File: config.mk
export PLATFORM = sky130hd
export DESIGN_NAME = yuv444to422_decimate
export DESIGN_NICKNAME = d
export VERILOG_FILES = /design/src/rtl/yuv444to422_decimate.sv
export SDC_FILE = /design/constraint.sdc
export NUM_CORES = 1
export LEC_CHECK = 0
export CORE_MARGIN = 5
export CORE_UTILIZATION = 45
export DETAILED_ROUTE_END_ITERATION = 6
export MAX_ROUTING_LAYER = met4
export PLACE_DENSITY_LB_ADDON = 0.08
export SLEW_MARGIN = 30
export SYNTH_ARGS = -nofsm -noshare
export SYNTH_HDL_FRONTEND = slang
export SYNTH_SLANG_ARGS = --single-unit
File: constraint.sdc
create_clock -name aclk -period 2.5 [get_ports aclk]
set_clock_uncertainty 0.05 [all_clocks]
set_input_delay 0.375 -clock aclk [delete_from_list [all_inputs] [get_ports aclk]]
set_output_delay 0.375 -clock aclk [all_outputs]
set_load 0.05 [all_outputs]
File: src/rtl/yuv444to422_decimate.sv
// Packs Y'UV444 stream beats (2 pixels each) into Y'UV422 beats (4 pixels each).
// Define YUV444TO422_AVG_EN to average each pixel pair's chroma instead of keeping the even pixel's.
module yuv444to422_decimate #(
   parameter int DATA_WIDTH = 64,
   parameter int USER_WIDTH = 1,
   parameter int DEST_WIDTH = 1,
   parameter int CHAIN_ID   = 0
) (
   input  logic                    aclk,
   input  logic                    aresetn,
   input  logic                    src_t_valid,
   output logic                    src_t_ready,
   input  logic [DATA_WIDTH-1:0]   src_t_data,
   input  logic [DATA_WIDTH/8-1:0] src_t_keep,
   input  logic [DATA_WIDTH/8-1:0] src_t_strb,
   input  logic                    src_t_last,
   input  logic [USER_WIDTH-1:0]   src_t_user,
   input  logic [DEST_WIDTH-1:0]   src_t_dest,
   output logic                    dst_t_valid,
   input  logic                    dst_t_ready,
   output logic [DATA_WIDTH-1:0]   dst_t_data,
   output logic [DATA_WIDTH/8-1:0] dst_t_keep,
   output logic [DATA_WIDTH/8-1:0] dst_t_strb,
   output logic                    dst_t_last,
   output logic [USER_WIDTH-1:0]   dst_t_user,
   output logic [DEST_WIDTH-1:0]   dst_t_dest
);

   localparam int KEEP_WIDTH = DATA_WIDTH / 8;
   localparam int BEAT_WIDTH = USER_WIDTH + 1 + DATA_WIDTH;

   typedef enum logic [1:0] {EVEN, ODD, FLUSH} state_t;

   state_t                  state_q, state_d;
   logic                    buf_valid_q, buf_valid_d;
   logic                    skid_valid_q, skid_valid_d;
   logic [BEAT_WIDTH-1:0]   buf_beat_q, buf_beat_d;
   logic [BEAT_WIDTH-1:0]   skid_beat_q, skid_beat_d;
   logic [BEAT_WIDTH-1:0]   src_beat;
   logic [DATA_WIDTH-1:0]   buf_data;
   logic                    buf_last;
   logic [USER_WIDTH-1:0]   buf_user;
   logic [DATA_WIDTH-1:0]   hold_data_q, hold_data_d;
   logic [USER_WIDTH-1:0]   hold_user_q, hold_user_d;
   logic                    dst_valid_q, dst_valid_d;
   logic [DATA_WIDTH-1:0]   dst_data_q, dst_data_d;
   logic [KEEP_WIDTH-1:0]   dst_keep_q, dst_keep_d;
   logic                    dst_last_q, dst_last_d;
   logic [USER_WIDTH-1:0]   dst_user_q, dst_user_d;
   logic [DEST_WIDTH-1:0]   dst_dest_q, dst_dest_d;
   logic                    fsm_ready, slot_free, load_pair, load_flush;
   logic                    src_acc, buf_acc;
   logic                    unused_dest;

   // One pixel pair -> {V01, Y1, U01, Y0}; byte3 of each pixel word is never read.
   function automatic logic [31:0] pack_pair(input logic [63:0] beat);
      logic [7:0] u01, v01;
`ifdef YUV444TO422_AVG_EN
      logic [8:0] u_sum, v_sum;
      u_sum = {1'b0, beat[15:8]} + {1'b0, beat[47:40]} + 9'd1;
      v_sum = {1'b0, beat[7:0]}  + {1'b0, beat[39:32]} + 9'd1;
      u01   = u_sum[8:1];
      v01   = v_sum[8:1];
`else
      u01   = beat[15:8];
      v01   = beat[7:0];
`endif
      return {v01, beat[55:48], u01, beat[23:16]};
   endfunction

   assign unused_dest = ^src_t_dest;
   assign src_beat    = {src_t_user, src_t_last, src_t_data};
   assign {buf_user, buf_last, buf_data} = buf_beat_q;

   // Input buffer with a skid slot so src_t_ready comes straight from a flop.
   assign src_t_ready = !skid_valid_q;
   assign src_acc     = src_t_valid && src_t_ready;
   assign buf_acc     = buf_valid_q && fsm_ready;

   always_comb begin
      buf_valid_d  = buf_valid_q;
      buf_beat_d   = buf_beat_q;
      skid_valid_d = skid_valid_q;
      skid_beat_d  = skid_beat_q;
      if (!buf_valid_q || buf_acc) begin
         if (skid_valid_q) begin
            buf_beat_d   = skid_beat_q;
            buf_valid_d  = 1'b1;
            skid_valid_d = 1'b0;
         end else begin
            buf_beat_d  = src_beat;
            buf_valid_d = src_acc;
         end
      end else if (src_acc) begin
         skid_beat_d  = src_beat;
         skid_valid_d = 1'b1;
      end
   end

   assign slot_free = !dst_valid_q || dst_t_ready;

   always_comb begin
      state_d     = state_q;
      fsm_ready   = 1'b0;
      load_pair   = 1'b0;
      load_flush  = 1'b0;
      hold_data_d = hold_data_q;
      hold_user_d = hold_user_q;
      case (state_q)
         EVEN: begin
            fsm_ready = 1'b1;
            if (buf_valid_q) begin
               hold_data_d = buf_data;
               hold_user_d = buf_user;
               state_d     = buf_last ? FLUSH : ODD;
            end
         end
         ODD: begin
            fsm_ready = slot_free;
            if (buf_valid_q && slot_free) begin
               load_pair = 1'b1;
               state_d   = EVEN;
            end
         end
         FLUSH: begin
            if (slot_free) begin
               load_flush = 1'b1;
               state_d    = EVEN;
            end
         end
         default: state_d = EVEN;
      endcase
   end

   always_comb begin
      dst_valid_d = dst_valid_q;
      dst_data_d  = dst_data_q;
      dst_keep_d  = dst_keep_q;
      dst_last_d  = dst_last_q;
      dst_user_d  = dst_user_q;
      dst_dest_d  = dst_dest_q;
      if (load_pair || load_flush) begin
         dst_valid_d = 1'b1;
         dst_user_d  = hold_user_q >> 1;
         dst_dest_d  = hold_user_q[0] ? DEST_WIDTH'(CHAIN_ID) : '0;
         if (load_pair) begin
            dst_data_d = {pack_pair(buf_data), pack_pair(hold_data_q)};
            dst_keep_d = '1;
            dst_last_d = buf_last;
         end else begin
            dst_data_d = {32'h0, pack_pair(hold_data_q)};
            dst_keep_d = 8'h0F;
            dst_last_d = 1'b1;
         end
      end else if (dst_t_ready) begin
         dst_valid_d = 1'b0;
      end
   end

   always_ff @(posedge aclk or negedge aresetn) begin
      if (!aresetn) begin
         state_q      <= EVEN;
         buf_valid_q  <= 1'b0;
         buf_beat_q   <= '0;
         skid_valid_q <= 1'b0;
         skid_beat_q  <= '0;
         hold_data_q  <= '0;
         hold_user_q  <= '0;
         dst_valid_q  <= 1'b0;
         dst_data_q   <= '0;
         dst_keep_q   <= '1;
         dst_last_q   <= 1'b0;
         dst_user_q   <= '0;
         dst_dest_q   <= '0;
      end else begin
         state_q      <= state_d;
         buf_valid_q  <= buf_valid_d;
         buf_beat_q   <= buf_beat_d;
         skid_valid_q <= skid_valid_d;
         skid_beat_q  <= skid_beat_d;
         hold_data_q  <= hold_data_d;
         hold_user_q  <= hold_user_d;
         dst_valid_q  <= dst_valid_d;
         dst_data_q   <= dst_data_d;
         dst_keep_q   <= dst_keep_d;
         dst_last_q   <= dst_last_d;
         dst_user_q   <= dst_user_d;
         dst_dest_q   <= dst_dest_d;
      end
   end

   assign dst_t_valid = dst_valid_q;
   assign dst_t_data  = dst_data_q;
   assign dst_t_keep  = dst_keep_q;
   assign dst_t_strb  = dst_keep_q;
   assign dst_t_last  = dst_last_q;
   assign dst_t_user  = dst_user_q;
   assign dst_t_dest  = dst_dest_q;

   // Partial beats are still packed; the flag only alerts simulation.
   a_full_keep: assert property (@(posedge aclk) disable iff (!aresetn)
      (src_t_valid && src_t_ready) |-> (&src_t_keep && &src_t_strb))
      else $error("yuv444to422_decimate: input beat with partial t_keep/t_strb");

endmodule

After elaboration in Yosys (flattened, before gate mapping)
Index checks and enable logic that the tools add are counted.
{ "totals": {"regBits": 264, "output_inout_bits": 85} }
{ "classes": {"mux": 19, "eq_ne": 5, "n_reduce_logical": 15, "bitwise_logic": 1} }
{ "ops": {"columns": ["op", "n"], "rows": [
  ["65-bit 2-to-1 mux", 1],
  ["64-bit 2-to-1 mux", 1],
  ["1-bit 2-to-1 mux", 10],
  ["2-bit 2-to-1 mux", 4],
  ["8-bit 2-to-1 mux", 1],
  ["2-bit inequality test (second input constant)", 3],
  ["2-bit one-hot mux with 3 select lines", 1],
  ["2-bit AND reduction", 2],
  ["2-bit nonzero test", 2],
  ["1-bit logical AND", 3],
  ["1-bit zero test", 3],
  ["1-bit logical OR", 3],
  ["3-bit AND reduction", 1],
  ["2-bit by 1-bit equality test with 1-bit output (second input constant)", 1],
  ["2-bit equality test (second input constant)", 1],
  ["2-bit zero test", 1],
  ["1-bit one-hot mux with 2 select lines", 1],
  ["1-bit inverter", 1]
]} }

Longest topological paths before layout
{ "depth": {"ltp_word": 7, "depth_mapped": 6, "mapped_depth_nobuf": 3} }

Least setup slack after synthesis
OpenSTA, ideal clock, no wires.
{ "synth_timing": {"kind": "register to register", "startpoint": "register dst_valid_q, in the netlist dst_t_valid", "endpoint": "register skid_beat_q[13]", "path_slack_ns": 0.647, "arrival_ns": 1.678, "stages_incl_launch_ff": 5, "setup_ns": 0.125, "path_cell_list": "dfrtp_1 nand4b_1 a21oi_2 buf_4 mux2_2"} }
{ "synth_via": {"elab_chain_len": 7} }
{ "synth_lines": {"columns": ["item", "line_no", "text"], "rows": [
  ["start: declaration", "45", "logic dst_valid_q, dst_valid_d;"],
  ["start signal: assignment", "183", "dst_valid_q <= dst_valid_d;"],
  ["1-bit zero test", "100", "assign slot_free = !dst_valid_q || dst_t_ready;"],
  ["1-bit logical OR", "100", null],
  ["1-bit one-hot mux with 2 select lines", "109", "case (state_q)"],
  ["1-bit logical AND", "78", "assign buf_acc = buf_valid_q && fsm_ready;"],
  ["1-bit logical OR", "85", "if (!buf_valid_q || buf_acc) begin"],
  ["1-bit inverter (no source line)", null, null],
  ["2-bit AND reduction (no source line)", null, null],
  ["end signal: assignment", "180", "skid_beat_q <= skid_beat_d;"],
  ["end: declaration", "38", "logic [BEAT_WIDTH-1:0] skid_beat_q, skid_beat_d;"]
]} }
Every way passes these cells.
A chain may end at the register's enable or synchronous reset.

==> metrics <==
RR Endpoint dst_t_data[30]; TritonCTS Sinks 169; Tcrit/Tclk final between 90 and 100%; RSZ-0062 raised after global routing false; minimum clock period roughly 2.3 ns; WL per Instance 18.2 um; vias post-DR just over 4000; CP Class reg -> out; Worst R2R Path Depth 4; Clock Path Buffers 2; GR Util All Layers 17.2%; slowest CP cell clkdlybuf4s50_1; hold_buf cts 1; final core utilization 59.2%; CTS buffer count 17; CP top delay family buffers and inverters; Gate Count Post-Synth 475; CP arrival 1.84 ns; clock tree from TritonCTS yes; vias in the first global route 4409; Seq cells post-synth 169; reg2reg setup slack 0.59 ns; cell area after synthesis 0.00690 mm2; post-CTS sizing 0; count of cell types in the netlist 31; GRT overflow 0; status finished clean; Post-synth ARST share 100%; H-tree levels 4; # IOs roughly 170; fin. max-slew vios 0; Via density ~5.3; worst r2r src state_q[1]; Ant. Diodes 0; largest net degree at the start of global routing 63; drt drc 0; setup_tns 0 ns; Synth warnings 0; Worst Setup EP dst_t_strb[5]; Initial Util 45.7%; maximum VDD drop 866 uV; Setup crit start dst_t_keep[6]; antenna viol nets, final 0; Crit path depth 1; die area 0.0179 mm2; number of enable flip-flop cells after synthesis 0; worst hold path class in -> async; gpl congestion about 0.79; Worst-Margin Slew 0.644 ns; Die Y ~130 um; Worst setup SP type register; final setup margin 0.231 ns; share of cells above drive strength 1 25.9%; CTS clk-pin slew, worst paths 0.06 ns; Cell Count, Final, Fillers Out 782; Initial DRT Pass Iterations 4; Pwr Density 1710 mW/mm2; initial antenna violation count 0; Synth Flop Type dfrtp_1; Peak Freq 441 MHz; Crit. End Element primary output; Post-Place Cells 749; fin nets 668; drt total wl 14200 um; Syn Area/Cell 14.5 um2; Slew Limit Headroom 57.1%; # port buffers 111; Area Overhead vs Synth 29.5%; Hold Violations, Final 0; post-DP HPWL between 9000 and 10000 um; # rows 45; first-pass GRT wire length 23600 um; P_leak 3.81 nW; clock root buffer master clkbuf_16; Max Cap Viol 0; DIE WIDTH between 100 and 150 um; CP bufs+invs 1; Required @ worst endpoint between 2 and 2.5 ns; sequential area share after synthesis 61.4%; Core Region 0.0151 mm2; Crit path largest cell delay ~0.83 ns; CP max FO 9; Post-CTS Setup Bufs 0; critical-path cell list clkdlybuf4s50_1; Final Setup Violations 0; Iter 0 DRT Violations approximately 180; clk_lat worst skew between 0.4 and 0.5 ns; Setup WS pre-CTS 0.382 ns
## per-stage QoR
step / hold WS [ns] / total power, mW / area [um2]
floorplan: 0.0294 / 10.0 / 6930
global placement: 0.334 / 11.9 / 8170
detailed placement: 0.338 / 12.1 / 8170
CTS: 0.445 / 15.4 / 8930
global route: 0.466 / 16.0 / 8930
finish: 0.432 / 15.3 / 8930
## placed cells by master (no fill, tap or decap), types with 2 or more instances in the layout
master and count:
mux2_1 2, nand2b_1 3, clkbuf_16 17, a31oi_1 32, a21oi_1 35, nand3b_1 2
clkinv_2 3, mux2_2 68, dfrtp_1 167, buf_12 4, nand2_1 2, inv_1 2
mux2_4 27, bufinv_16 9, buf_4 15, clkbuf_8 2, clkdlybuf4s50_1 110, conb_1 10
a22o_1 32, mux2i_1 34
## area by class of cell
type,instances,area [um2]
fillers,1213,6160
repair buffers,131,1320
well taps,188,235
clock inverters,13,294
inverters,2,7.51
multi-input cells,260,2390
clock buffers,19,453
flip-flops and latches,169,4230
## sequential cells by signal (all words and copies together) (netlist names)
name and cells:
dst_t_data 64, buf_beat_q 33, skid_beat_q 33, hold_data_q 32, state_q 2, buf_valid_q 1, dst_t_keep 1, dst_t_last 1
dst_t_valid 1, skid_valid_q 1
## where the power goes
group / internal (mW) / switching (mW)
clock network: 2.23 / 1.05
logic: 3.11 / 3.87
registers: 4.15 / 0.862
## cells by family (layout without fill, tap and decap cells)
group | count (synthesis) | after routing | share of synthesized area [%]
AO/OA/AOI/OAI | 105 | 105 | 10.2
buffers and inverters | 54 | 165 | 4.81
AND/OR/NAND/NOR | 14 | 14 | 1.27
other | 2 | 10 | 0.109
multiplexers | 131 | 131 | 22.2
flip-flops | 169 | 169 | 61.4
## synth_stat cells, types with 3 or more instances
| library cell | n | share of area (%) |
|---|---|---|
| a21oi_1 | 35 | 2.5 |
| mux2_2 | 68 | 11 |
| dfrtp_1 | 168 | 61 |
| nand2b_1 | 3 | 0.27 |
| mux2i_1 | 34 | 4.9 |
| buf_1 | 6 | 0.33 |
| clkbuf_1 | 3 | 0.16 |
| a31oi_1 | 32 | 2.9 |
| buf_6 | 4 | 0.65 |
| buf_2 | 18 | 1.3 |
| nand2_1 | 3 | 0.16 |
| mux2_4 | 27 | 5.9 |
| a22o_1 | 32 | 4.1 |
| buf_4 | 20 | 2.2 |
## worst min-delay path by stage
stage               cells past startpoint  slack [ns]       startpoint               to
finish                                  2        0.43          aresetn    dst_t_data[1]
global placement                        1        0.33          aresetn    dst_t_data[1]
CTS                                     1        0.44  skid_beat_q[11]  skid_beat_q[11]
global route                            1        0.47  skid_beat_q[13]  skid_beat_q[13]
detailed placement                      1        0.34          aresetn    dst_t_data[1]
floorplan                               0        0.03          aresetn    buf_beat_q[0]
## layer usage
layer / vias up / track usage, % / routed length [um]
met5: - / - / 0
met4: 0 / 5.71 / 184
met3: 16 / 4.76 / 722
met2: 104 / 26.6 / 6810
met1: 2094 / 22.0 / 6510
li1: 1926 / - / -
Power figures use the tool's default switching activity.
